[src/rtl/cmp_arbiter.sv]
// Two-port round-robin arbiter sharing one signed 32-bit compare unit,
// with a single registered response stage under valid/ready flow control.
module cmp_arbiter #(
  parameter int TAG_W = 4
) (
  input  logic             clk,
  input  logic             reset,
  input  logic             req0_valid,
  output logic             req0_ready,
  input  logic [31:0]      req0_a,
  input  logic [31:0]      req0_b,
  input  logic [2:0]       req0_op,
  input  logic [TAG_W-1:0] req0_tag,
  input  logic             req1_valid,
  output logic             req1_ready,
  input  logic [31:0]      req1_a,
  input  logic [31:0]      req1_b,
  input  logic [2:0]       req1_op,
  input  logic [TAG_W-1:0] req1_tag,
  output logic             rsp_valid,
  input  logic             rsp_ready,
  output logic             rsp_result,
  output logic             rsp_err,
  output logic             rsp_id,
  output logic [TAG_W-1:0] rsp_tag
);

  typedef enum logic {EMPTY, FULL} state_t;

  state_t           state;
  logic             last_grant;
  logic             grant0, grant1, can_accept;
  logic             xfer0, xfer1;
  logic [31:0]      sel_a, sel_b;
  logic [2:0]       sel_op;
  logic [TAG_W-1:0] sel_tag;
  logic             cmp_res, cmp_err;

  // Returns {err, result}. Differing signs decide by sign alone; otherwise
  // the low 31 bits order the operands as unsigned values.
  function automatic logic [1:0] compare(input logic [31:0] a,
                                         input logic [31:0] b,
                                         input logic [2:0]  op);
    logic eq, lt;
    eq = (a == b);
    lt = (a[31] != b[31]) ? a[31] : (a[30:0] < b[30:0]);
    case (op)
      3'b000:  compare = {1'b0, eq};
      3'b001:  compare = {1'b0, ~lt & ~eq};
      3'b010:  compare = {1'b0, lt};
      3'b011:  compare = {1'b0, ~lt};
      3'b100:  compare = {1'b0, lt | eq};
      default: compare = 2'b10;
    endcase
  endfunction

  always_comb begin
    can_accept = (state == EMPTY) || rsp_ready;
    grant0     = req0_valid & (~req1_valid | last_grant);
    grant1     = req1_valid & (~req0_valid | ~last_grant);
    req0_ready = ~reset & can_accept & grant0;
    req1_ready = ~reset & can_accept & grant1;
    xfer0      = req0_valid & req0_ready;
    xfer1      = req1_valid & req1_ready;
    sel_a      = grant1 ? req1_a   : req0_a;
    sel_b      = grant1 ? req1_b   : req0_b;
    sel_op     = grant1 ? req1_op  : req0_op;
    sel_tag    = grant1 ? req1_tag : req0_tag;
    {cmp_err, cmp_res} = compare(sel_a, sel_b, sel_op);
  end

  assign rsp_valid = (state == FULL);

  always_ff @(posedge clk) begin
    if (reset) begin
      state      <= EMPTY;
      last_grant <= 1'b1;
      rsp_result <= 1'b0;
      rsp_err    <= 1'b0;
      rsp_id     <= 1'b0;
      rsp_tag    <= '0;
    end else if (xfer0 || xfer1) begin
      state      <= FULL;
      last_grant <= xfer1;
      rsp_result <= cmp_res;
      rsp_err    <= cmp_err;
      rsp_id     <= xfer1;
      rsp_tag    <= sel_tag;
    end else if (state == FULL && rsp_ready) begin
      state <= EMPTY;
    end
  end

endmodule

[config.mk]
export PLATFORM = sky130hd
export DESIGN_NAME = cmp_arbiter
export DESIGN_NICKNAME = d
export VERILOG_FILES = /design/src/rtl/cmp_arbiter.sv
export SDC_FILE = /design/constraint.sdc
export NUM_CORES = 1
export LEC_CHECK = 0
export CORE_ASPECT_RATIO = 0.7
export CORE_MARGIN = 2
export CORE_UTILIZATION = 34
export DETAILED_ROUTE_END_ITERATION = 10
export PLACE_DENSITY = 0.93
export SYNTH_ARGS = -nofsm -noshare
export SYNTH_HDL_FRONTEND = slang
export SYNTH_SLANG_ARGS = --single-unit
[constraint.sdc]
create_clock -name clk -period 4.3 [get_ports clk]
set_input_delay 0.86 -clock clk [delete_from_list [all_inputs] [get_ports clk]]
set_output_delay 0.86 -clock clk [all_outputs]
set_load 0.02 [all_outputs]
==> flow_summary.ini, run 1 <==
[power]
pwr_density_cell_nw_per_um2 = 159
p_leak_nw = 1.58
ir_worst_vdd_mv = 0.0900

[floorplan]
chipHeight_um = 67.5
fp.dieW_um = 94.6
initial_core_util_pct = 34.7
design.core.area_um2 = 5640
std_cell_rows = 23
die_area_um2 = 6380
num_io_pins = 157

[placed_design]
place.gp.congestion = 0.797
port_buffers = 156
dpl.hpwl_um = 5930

[timing]
maxSlewHeadroom_pct = 63.7
clock_skew_ns = 0.00513
post-route-period-util_pct = 85.1
finalMaxSlewViolations = 0
finalSetupTns_ns = 0
worst_pin_slew_ns = 0.539
rsz0062_at_grt = false
hold_viol = 0
min_period_ns = 3.66
setup_viol = 0
fmax_mhz = 273

[critical_path]
worstPathRequired_ns = 4.47
crit_path_max_fanout = 43
worst-path-buf-inv = 1
rr_startpoint = last_grant
slowest_stage = clkdlybuf4s50_1
crit_arrival_ns = 3.83
endpoint_kind = flop
critical_path_class = in2reg
critPathTopFamily = compound AO/OA/AOI/OAI gates
start_kind = primary input
reg2reg_slack_ns = 1.46
crit_chain = clkdlybuf4s50_1 > a21bo_4 > nand2_1 > nand2_1 > ha_1 > a211oi_1 > nor2_1 > a2111oi_4 > a31oi_1 > or4b_1 > o211ai_2
ff2ff_path_depth = 10
startpoint = req0_valid
cp.depth = 11
slowest_delay_ns = 0.61
crit_top_cell = nand2_1

[finish]
mostFrequentLayoutCells = clkdlybuf4s50_1 (156), nand2_1 (108), mux2i_1 (31), ha_1 (31)
antenna-diode-count = 0
area_delta_synth_final_pct = 87.1
final_util_pct = 64.9
layout-drive-gt1-share_pct = 3.20
final_common_cell = clkdlybuf4s50_1
layout.nets = 617

[yosys]
syn_avg_cell_area_um2 = 6.77
ys_types = 39
synth.mux.area_fraction_pct = 16.4
synth_xor_area_share_pct = 0
synth_compound_area_share_pct = 17.0
yosysWarnings = 0
async_reset_ff_share_pct = 0
synth-adder-area-share_pct = 19.8
synth_nets = 467
synth_top_family_by_area = simple AND/OR/NAND/NOR gates
yosysSeqAreaShare_pct = 9.21
ys.flop_type = dfxtp_1
synthCells = 289
ys_seq_elements = 9
synth_area_um2 = 1960
synth_enable_flop_cells = 0
synth-simple-area-share_pct = 34.2

[routing]
ant_nets = 0
drc = 0
dr.pass1.iters = 4
wirelength_um = 7000
wire_per_inst_um = 13.6
initialDrtViolationCount = 61
viasPerCell = 5.02
num_vias = 2575

[clock_network]
cts_buffers = 3
ctsResizeCount = 0
cts-root-buf = clkbuf_8
cts.reportedPaths.clkPinSlew_ns = 0.05
ctsHoldBuffers = 0
cts_tree = yes
cts_max_level = 1
clock_sinks = 9
worstSkewPairLatency_ns = 0.24
cts_buffer_depth = 2
post_cts_buffers = 0

[status]
status = finished clean

[worst_hold_path]
hold_class = reg2reg
min_path_cells = 2
hp-start = rsp_err

[global_routing]
grt_pass1_vias = 2475
track_usage_pct = 20.7
grt_pass1_wl_um = 10700
grt-ovfl-total = 0
antenna_found_initial = 0
grt_start_max_net_pins = 44

[job]
drv_cap = 0
[Yosys cell counts (all sizes together) (2+ instances only)]
cell      n  area, um2
a211oi    4       35.0
clkbuf    7       26.3
nor2b     5       31.3
nand2b    2       12.5
inv       3       11.3
a311oi    5       43.8
nand3     4       20.0
ha       31        388
nor2     15       56.3
nor3      5       25.0
o211ai    5       42.5
buf       7       28.8
mux2i    31        310
nand4     7       43.8
o21ai     5       25.0
nor3b     2       15.0
dfxtp     9        180
nand2   108        405
a21oi    15       75.1
nor4      3       18.8
[layout make-up]
| cell class | instances | area, um2 |
|---|---|---|
| Timing Repair Buffer | 159 | 1610 |
| Inverter | 3 | 11.3 |
| Sequential cell | 9 | 180 |
| Clock buffer | 4 | 45.0 |
| Fill cell | 490 | 1980 |
| Tap cell | 75 | 93.8 |
| Multi-Input combinational cell | 263 | 1720 |
[worst reg2reg max path: stages (launching register included)]
cell and delay [ns]:
dfxtp_1 0.42, a21bo_4 0.50, nand2_1 0.11, nand2_1 0.09, ha_1 0.24, a211oi_1 0.24
nor2_1 0.11, a2111oi_4 0.26, a31oi_1 0.14, or4b_1 0.57, o211ai_2 0.08
[metal layers]
metal	share of wire, %	global-route usage [%]	vias to the layer above	routed length, um
li1	-	-	1326	-
met1	42	24.9	1131	2960
met2	49	39.1	110	3450
met3	7.5	3.79	8	528
met4	0.89	3.44	0	62
met5	0	0	-	0
[cell families (layout without fill, tap and decap cells)]
kind of cell	after synthesis	after routing
adders and majority gates	31	31
AOI/OAI and AO/OA	44	44
muxes	32	32
DFF	9	9
buffers and inverters	17	166
and+or+nand+nor	156	156
[where the power goes]
part	switching, mW	internal (mW)	leakage, nW
Combinational	0.160	0.226	1.48
Sequential	0.00540	0.0911	0.0746
Clock	0.0357	0.0648	0.0228
Total	0.201	0.382	1.58
[worst paths after layout]
path | endpoint
worst min-delay path | rsp_err
worst max register to register | rsp_result
worst min register to register | rsp_err
worst max-delay path | rsp_result
[sequential cells by signal, indices dropped and copies added (netlist names)]
register / count
last_grant: 1
rsp_err: 1
rsp_id: 1
rsp_result: 1
rsp_tag: 4
rsp_valid: 1
[through the flow]
step / setup slack [ns] / hold WS, ns / instances / power, mW / cell area (um2)
global placement: 0.483 / 0.474 / 509 / 0.474 / 3610
detailed placement: 0.410 / 0.491 / 509 / 0.485 / 3610
CTS: 0.657 / 0.499 / 513 / 0.587 / 3660
global route: 0.457 / 0.524 / 513 / 0.631 / 3660
finish: 0.641 / 0.495 / 513 / 0.584 / 3660
floorplan: 0.795 / 0.496 / 289 / 0.286 / 1960
No activity file was read; power rests on OpenSTA's default activity.
==> run 2, diff against run 1 <==
SLEW_MARGIN = 20   (was not set)
==> results of run 2 <==
No change in the layout: final DEF, timing and power equal those of run 1.
